[config.mk]
export PLATFORM = sky130hd
export DESIGN_NAME = rhs_headstage_emulator_array
export DESIGN_NICKNAME = d
export VERILOG_FILES = /design/src/rtl/rhs_emu_pkg.sv /design/src/rtl/rhs_headstage_emulator_array_port.sv /design/src/rtl/rhs_headstage_emulator_array.sv
export SDC_FILE = /design/constraint.sdc
export NUM_CORES = 2
export LEC_CHECK = 0
export BUFFER_PORTS_ARGS = -buffer_cell sky130_fd_sc_hd__buf_2
export CORE_ASPECT_RATIO = 1.1
export CORE_MARGIN = 3
export CORE_UTILIZATION = 45
export CTS_CLUSTER_SIZE = 28
export DETAILED_ROUTE_END_ITERATION = 12
export PLACE_DENSITY = 0.61
export SYNTH_ARGS = -nofsm -noshare
export SYNTH_HDL_FRONTEND = slang
export SYNTH_SLANG_ARGS = --single-unit
[constraint.sdc]
create_clock -name clk -period 135.5 [get_ports clk]
set_clock_uncertainty 0.1 [all_clocks]
set_input_delay 13.55 -clock clk [delete_from_list [all_inputs] [get_ports clk]]
set_output_delay 13.55 -clock clk [all_outputs]
set_load 0.02 [all_outputs]
[src/rtl/rhs_emu_pkg.sv]
// Shared constants, state type and seed helper for the RHS headstage emulator.
package rhs_emu_pkg;

  localparam logic [1:0] OP_CONVERT = 2'b00;
  localparam logic [1:0] OP_WRITE   = 2'b10;
  localparam logic [1:0] OP_READ    = 2'b11;

  localparam logic [7:0] ROM_A0  = 8'd251;
  localparam logic [7:0] ROM_A1  = 8'd252;
  localparam logic [7:0] ROM_A2  = 8'd253;
  localparam logic [7:0] ID_ADDR = 8'd255;

  localparam logic [15:0] ROM_V0 = 16'h494E;
  localparam logic [15:0] ROM_V1 = 16'h5441;
  localparam logic [15:0] ROM_V2 = 16'h4E00;

  localparam logic [15:0] LFSR_POLY = 16'hB400;

  typedef enum logic [1:0] {
    IDLE,
    SHIFT,
    DECODE
  } state_t;

  // An all-zero Galois LFSR would lock up, so a zero seed becomes 1.
  function automatic logic [15:0] seed_of(
    input int i,
    input int start,
    input int stride
  );
    logic [31:0] s;
    s = 32'(start + i * stride);
    return (s[15:0] == 16'h0) ? 16'h0001 : s[15:0];
  endfunction

endpackage

[src/rtl/rhs_headstage_emulator_array_port.sv]
// One emulated headstage: LFSR, command response, two-frame pipeline,
// tx shifter and programmable MISO delay line.
module rhs_emu_port
  import rhs_emu_pkg::*;
#(
  parameter logic [15:0] SEED      = 16'h0800,
  parameter int          MAX_DELAY = 15,
  parameter int          DELAY_W   = 4,
  parameter logic [15:0] CHIP_ID   = 16'h0020
) (
  input  logic               clk,
  input  logic               rst,
  input  logic               i_load,
  input  logic               i_shift,
  input  logic               i_decode,
  input  logic               i_valid,
  input  logic [31:0]        i_cmd,
  input  logic [DELAY_W-1:0] i_delay,
  output logic               o_miso
);

  logic [15:0]          r_lfsr;
  logic [31:0]          r_pipe0;
  logic [31:0]          r_pipe1;
  logic [31:0]          r_tx;
  logic [MAX_DELAY-1:0] r_line;

  logic [15:0]        w_lfsr_nx;
  logic [15:0]        w_rom;
  logic [31:0]        w_resp;
  logic               w_adv;
  logic [DELAY_W-1:0] w_dly;
  logic               w_tap;

  assign w_lfsr_nx = (r_lfsr >> 1) ^ (r_lfsr[0] ? LFSR_POLY : 16'h0);
  assign w_adv = i_decode & i_valid & (i_cmd[31:30] == OP_CONVERT);

  always_comb begin
    w_rom = 16'h0;
    case (i_cmd[23:16])
      ROM_A0:  w_rom = ROM_V0;
      ROM_A1:  w_rom = ROM_V1;
      ROM_A2:  w_rom = ROM_V2;
      ID_ADDR: w_rom = CHIP_ID;
      default: w_rom = 16'h0;
    endcase
  end

  always_comb begin
    w_resp = 32'h0;
    if (i_valid) begin
      case (i_cmd[31:30])
        OP_CONVERT: w_resp = {w_lfsr_nx, 10'b0, i_cmd[21:16]};
        OP_READ:    w_resp = {16'h0000, w_rom};
        OP_WRITE:   w_resp = {16'hFFFF, i_cmd[15:0]};
        default:    w_resp = 32'h0;
      endcase
    end
  end

  always_ff @(posedge clk or posedge rst) begin
    if (rst) begin
      r_lfsr  <= SEED;
      r_pipe0 <= '0;
      r_pipe1 <= '0;
      r_tx    <= '0;
      r_line  <= '0;
    end else begin
      if (w_adv)
        r_lfsr <= w_lfsr_nx;
      if (i_decode) begin
        r_pipe0 <= w_resp;
        r_pipe1 <= r_pipe0;
      end
      if (i_load)
        r_tx <= r_pipe1;
      else if (i_shift)
        r_tx <= {r_tx[30:0], 1'b0};
      r_line[0] <= r_tx[31];
      for (int k = 1; k < MAX_DELAY; k++)
        r_line[k] <= r_line[k-1];
    end
  end

  assign w_dly = (i_delay > DELAY_W'(MAX_DELAY)) ?
                 DELAY_W'(MAX_DELAY) : i_delay;

  // Tap k of the line is the tx MSB delayed by k clk cycles.
  always_comb begin
    w_tap = r_tx[31];
    for (int k = 1; k <= MAX_DELAY; k++)
      if (w_dly == DELAY_W'(k))
        w_tap = r_line[k-1];
  end

  assign o_miso = w_tap;

endmodule

[src/rtl/rhs_headstage_emulator_array.sv]
// N-port RHS headstage emulator: SPI synchronisers, frame FSM,
// rx shifter and bit counter shared by all emulated ports.
import rhs_emu_pkg::*;

module rhs_headstage_emulator_array #(
  parameter int          N_PORTS       = 16,
  parameter int          STARTING_SEED = 2048,
  parameter int          SEED_STRIDE   = 16,
  parameter int          MAX_DELAY     = 15,
  parameter int          DELAY_W       = 4,
  parameter logic [15:0] CHIP_ID       = 16'h0020
) (
  input  logic                         clk,
  input  logic                         rst,
  input  logic                         MOSI,
  input  logic                         CS,
  input  logic                         SCLK,
  input  logic [N_PORTS*DELAY_W-1:0]   cable_delay,
  output logic [N_PORTS-1:0]           MISO,
  output logic                         frame_err,
  output logic [15:0]                  frame_count
);

  logic [1:0] r_mosi_s;
  logic [1:0] r_cs_s;
  logic [1:0] r_sclk_s;
  logic       r_cs_d;
  logic       r_sclk_d;

  state_t                       r_state;
  state_t                       w_next;
  logic [31:0]                  r_rx;
  logic [5:0]                   r_bits;
  logic [N_PORTS*DELAY_W-1:0]   r_dly;
  logic [15:0]                  r_fcnt;
  logic                         r_ferr;

  logic               w_cs;
  logic               w_cs_fall;
  logic               w_cs_rise;
  logic               w_sclk_rise;
  logic               w_sclk_fall;
  logic               w_load;
  logic               w_rx_en;
  logic               w_shift;
  logic               w_decode;
  logic               w_valid;
  logic [N_PORTS-1:0] w_miso;

  // Syncs clear to 0 so a CS held low across reset is not seen as a fall.
  always_ff @(posedge clk or posedge rst) begin
    if (rst) begin
      r_mosi_s <= '0;
      r_cs_s   <= '0;
      r_sclk_s <= '0;
      r_cs_d   <= 1'b0;
      r_sclk_d <= 1'b0;
    end else begin
      r_mosi_s <= {r_mosi_s[0], MOSI};
      r_cs_s   <= {r_cs_s[0], CS};
      r_sclk_s <= {r_sclk_s[0], SCLK};
      r_cs_d   <= r_cs_s[1];
      r_sclk_d <= r_sclk_s[1];
    end
  end

  assign w_cs        = r_cs_s[1];
  assign w_cs_fall   = r_cs_d & ~w_cs;
  assign w_cs_rise   = ~r_cs_d & w_cs;
  assign w_sclk_rise = ~r_sclk_d & r_sclk_s[1];
  assign w_sclk_fall = r_sclk_d & ~r_sclk_s[1];

  always_comb begin
    w_next   = r_state;
    w_load   = 1'b0;
    w_rx_en  = 1'b0;
    w_shift  = 1'b0;
    w_decode = 1'b0;
    unique case (r_state)
      IDLE: begin
        if (w_cs_fall) begin
          w_next = SHIFT;
          w_load = 1'b1;
        end
      end
      SHIFT: begin
        if (w_cs_rise) begin
          w_next = DECODE;
        end else begin
          w_rx_en = w_sclk_rise & ~w_cs;
          w_shift = w_sclk_fall & ~w_cs;
        end
      end
      DECODE: begin
        w_next   = IDLE;
        w_decode = 1'b1;
      end
      default: w_next = IDLE;
    endcase
  end

  always_ff @(posedge clk or posedge rst) begin
    if (rst) begin
      r_state <= IDLE;
      r_rx    <= '0;
      r_bits  <= '0;
      r_dly   <= '0;
      r_fcnt  <= '0;
      r_ferr  <= 1'b0;
    end else begin
      r_state <= w_next;
      if (w_load) begin
        r_bits <= '0;
        r_dly  <= cable_delay;
      end
      if (w_rx_en) begin
        r_rx <= {r_rx[30:0], r_mosi_s[1]};
        if (r_bits != 6'd33)
          r_bits <= r_bits + 6'd1;
      end
      r_ferr <= w_decode & (r_bits != 6'd32);
      r_fcnt <= r_fcnt + 16'(w_decode);
    end
  end

  assign w_valid = (r_bits == 6'd32);

  for (genvar g = 0; g < N_PORTS; g++) begin : g_port
    rhs_emu_port #(
      .SEED      (seed_of(g, STARTING_SEED, SEED_STRIDE)),
      .MAX_DELAY (MAX_DELAY),
      .DELAY_W   (DELAY_W),
      .CHIP_ID   (CHIP_ID)
    ) u_port (
      .clk      (clk),
      .rst      (rst),
      .i_load   (w_load),
      .i_shift  (w_shift),
      .i_decode (w_decode),
      .i_valid  (w_valid),
      .i_cmd    (r_rx),
      .i_delay  (r_dly[g*DELAY_W +: DELAY_W]),
      .o_miso   (w_miso[g])
    );
  end

  assign MISO        = (w_cs || r_state == IDLE) ? '0 : w_miso;
  assign frame_err   = r_ferr;
  assign frame_count = r_fcnt;

endmodule

==> out/results.ini <==
[global_route]
grt_pass1_vias = 36790
grt_pass1_wl_um = 189200
grt_overflow_total = 0
antenna_found_initial = 1
grtUsageTotal_pct = 16.82
grt_max_degree = 196

[die]
placementRows = 137
dieArea_sq_um = 133800
core_sq_um = 127700
die_h_um = 383.4
initial_core_util_pct = 45.63
die_x_um = 349.1
io_pins = 102

[setup_path]
crit_top_cell = buf_4
endpoint_kind = async pin
cp_slowest_cell = buf_4
worst_ep_required_time_ps = 136030
crit_start = rst
startpoint_type = input port
cp_slowest_stage_delay_ps = 870
crit_chain = buf_2 > inv_8 > buf_4 > buf_12 > buf_4 > buf_4
crit_fanout = 163
path_class = in -> async
cp.arrival_ps = 17500
r2r-start = r_state[0]$_DFFE_PP0P_

[synth]
syn_avg_cell_area_sq_um = 10.77
synth_top_family_by_area = simple AND/OR/NAND/NOR gates
synth_compound_area_share_pct = 7.881
synth_nets = 5483
synthArstFlopShare_pct = 100.0
synth-seq-area-share_pct = 61.99
synth_xor_area_share_pct = 0.9470
yosysUniqueCellTypes = 75
netlist_area_sq_um = 58270
synth-edff-count = 0
synth-simple-area-share_pct = 14.50
synth.area.mux_share_pct = 11.71
synthAdderAreaFrac_pct = 0.1074
synthFlopType = dfrtp_1
synthCells = 5409
ys_seq_elements = 1441
ys_warn_count = 0

[pwr]
power_density_nw_per_um2 = 16.25
p_leak_uw = 0.03285
ir_worst_vdd_v = 0.00001257

[sta]
final_max_slew_viol_count = 0
setup_ws_ps = 118520
hold_viol = 0
post-route-period-util_pct = 12.53
setup_viol = 0
period_needed_ps = 16980
whs_ps = 248.2
max_freq_mhz = 58.90
max-slew-margin-rel_pct = 23.23
setup_tns_ps = 0
worst-slew-pin-transition_ps = 1152
rsz0062_at_grt = false

[clock_tree]
cts_buffers = 145
cts_setup_buffers = 0
root_buffer = clkbuf_16
insertion_delay_ps = 750
cts_tree = yes
clock_sinks = 1441
clkTransAtPathRegs_ps = 60
ctsResizeCount = 0
holdBufCountCts = 0
cts_max_level = 4
cts_buffer_depth = 3

[detailed_routing]
postRouteAntennaNets = 0
drt-pass1-iter-count = 5
drc = 0
drtIter0Drc = 2403
vias = 36440
wl_per_cell_um = 15.26
vias_per_cell = 5.116
drt_wl_total_um = 108700

[placement]
port-buffer-count = 101
hpwlAfterDp_um = 58970
dp_slack_ps = 117460
gp_routability_congestion = 0.7669

[status]
status = complete, no violations

[layout]
num_antenna_cells = 0
syn_to_final_growth_pct = 11.12
filler_cell_count = 11370
drive_gt1_share_pct = 12.32
final_util_pct = 50.70
layout_commonest_cell = dfrtp_1
finalNetCount = 5413
final_cell_mix = 1392 x dfrtp_1, 1381 x nand2_1, 520 x nor2_1, 386 x o21ai_0, 325 x a21oi_1

[worst_hold_path]
hold_start = r_mosi_s[0]$_DFF_PP0_
hold_class = reg -> reg

[job]
max-cap-violations = 0

[critical path: cells and delay by family]
family / cells / cell delay, ps
buffers and inverters: 6 / 3580
[stage by stage]
step / power (uW) / area (sq um) / std cells
5_1_grt: 1107 / 64750 / 7123
3_5_place_dp: 650.3 / 59790 / 6860
2_1_floorplan: 619.8 / 58270 / 5409
3_3_place_gp: 646.3 / 59790 / 6860
6_report: 1052 / 64750 / 7123
4_1_cts: 1067 / 64750 / 7123
[cell type report]
| type | count | area, sq um | share of cell area (%) |
|---|---|---|---|
| Tap cell | 1668 | 2087 | 3.223 |
| Sequential cell | 1441 | 36120 | 55.79 |
| Inverter | 25 | 113.9 | 0.1759 |
| Clock buffer | 219 | 4442 | 6.860 |
| Clock inverter | 44 | 515.5 | 0.7962 |
| Timing Repair Buffer | 146 | 943.4 | 1.457 |
| Multi-Input combinational cell | 3580 | 20520 | 31.69 |
[state kept, by name, indices dropped and copies added (netlist names)]
| register | cells |
|---|---|
| r_rx | 32 |
| r_cs_s | 2 |
| g_port.u_port.r_pipe1 | 272 |
| r_cs_d | 1 |
| g_port.u_port.r_pipe0 | 272 |
| r_mosi_s | 2 |
| g_port.u_port.r_tx | 272 |
| r_sclk_d | 1 |
| r_dly | 64 |
| g_port.u_port.r_line | 240 |
| r_bits | 6 |
| frame_err | 1 |
| frame_count | 16 |
| r_state | 2 |
| r_sclk_s | 2 |
| g_port.u_port.r_lfsr | 256 |
[cells by family after synthesis]
logic type	count (synthesis)
AND/OR/NAND/NOR	2106
AO/OA/AOI/OAI	838
XOR/XNOR	63
adder cells (fa/ha/maj)	5
flip-flops	1441
buffers and inverters	388
multiplexers	568
[power breakdown]
group          internal [uW]  switching [uW]  total, uW  leakage, uW
logic                   51.4            54.9        106       0.0116
registers                488            46.7        534       0.0188
clock network            247             164        411      0.00246
[worst paths after layout]
path	to	cells past startpoint	slack (ps)
worst max-delay path	r_rx[31]$_DFFE_PP0P_	6	118520
worst min register to register	r_mosi_s[1]$_DFF_PP0_	0	250
min in group asynchronous	frame_count[1]$_DFF_PP0_	2	12800
worst min-delay path	r_mosi_s[1]$_DFF_PP0_	0	250
worst max register to register	g_port[2].u_port.r_lfsr[14]$_DFFE_PP0P_	7	130560
max in group clk	MISO[15]	6	118790
[Yosys cell counts, drive strengths merged, types with 4 or more instances]
library cell  instances  area [sq um]
o311ai                4         35.03
a221oi                4         35.03
mux2i               297          2973
a31oi                13         81.33
dfstp                48          1261
nor2                522          1962
or3                   5         31.28
xnor2                57         499.2
buf                  77         500.5
o2111a                5         56.30
ha                    5         62.56
o211ai                7         52.55
a22o                  5         43.79
and3b                 5         43.79
nand4                15         93.84
nor2b                65         406.6
a21oi               325          1627
nand2b               17         106.4
and4b                 4         40.04
nor3                 23         115.1
a211oi               15         112.6
nand3b               10         75.07
nor4                  6         37.54
nor3b                10         75.07
nand2              1381          5184
clkbuf              286          1075
o21bai                6         45.04
o31ai                12         90.09
inv                  24         90.09
o21ai               386          1932
mux2                255          3487
nand3                25         125.1
mux4                 16         360.4
o221ai                7         61.31
o21a                  5         37.54
dfrtp              1393         34860
xor2                  6         52.55
[layer usage]
metal  part of all wire [%]  vias to the layer above  global-route usage (%)
met2                     46                      396                   27.19
met1                     49                    18070                   23.67
li1                       -                    17820                       -
met4                    1.7                        2                   4.262
met5                  0.012                        -                       0
met3                    3.1                      153                   2.928
No activity file was read; power rests on OpenSTA's default activity.
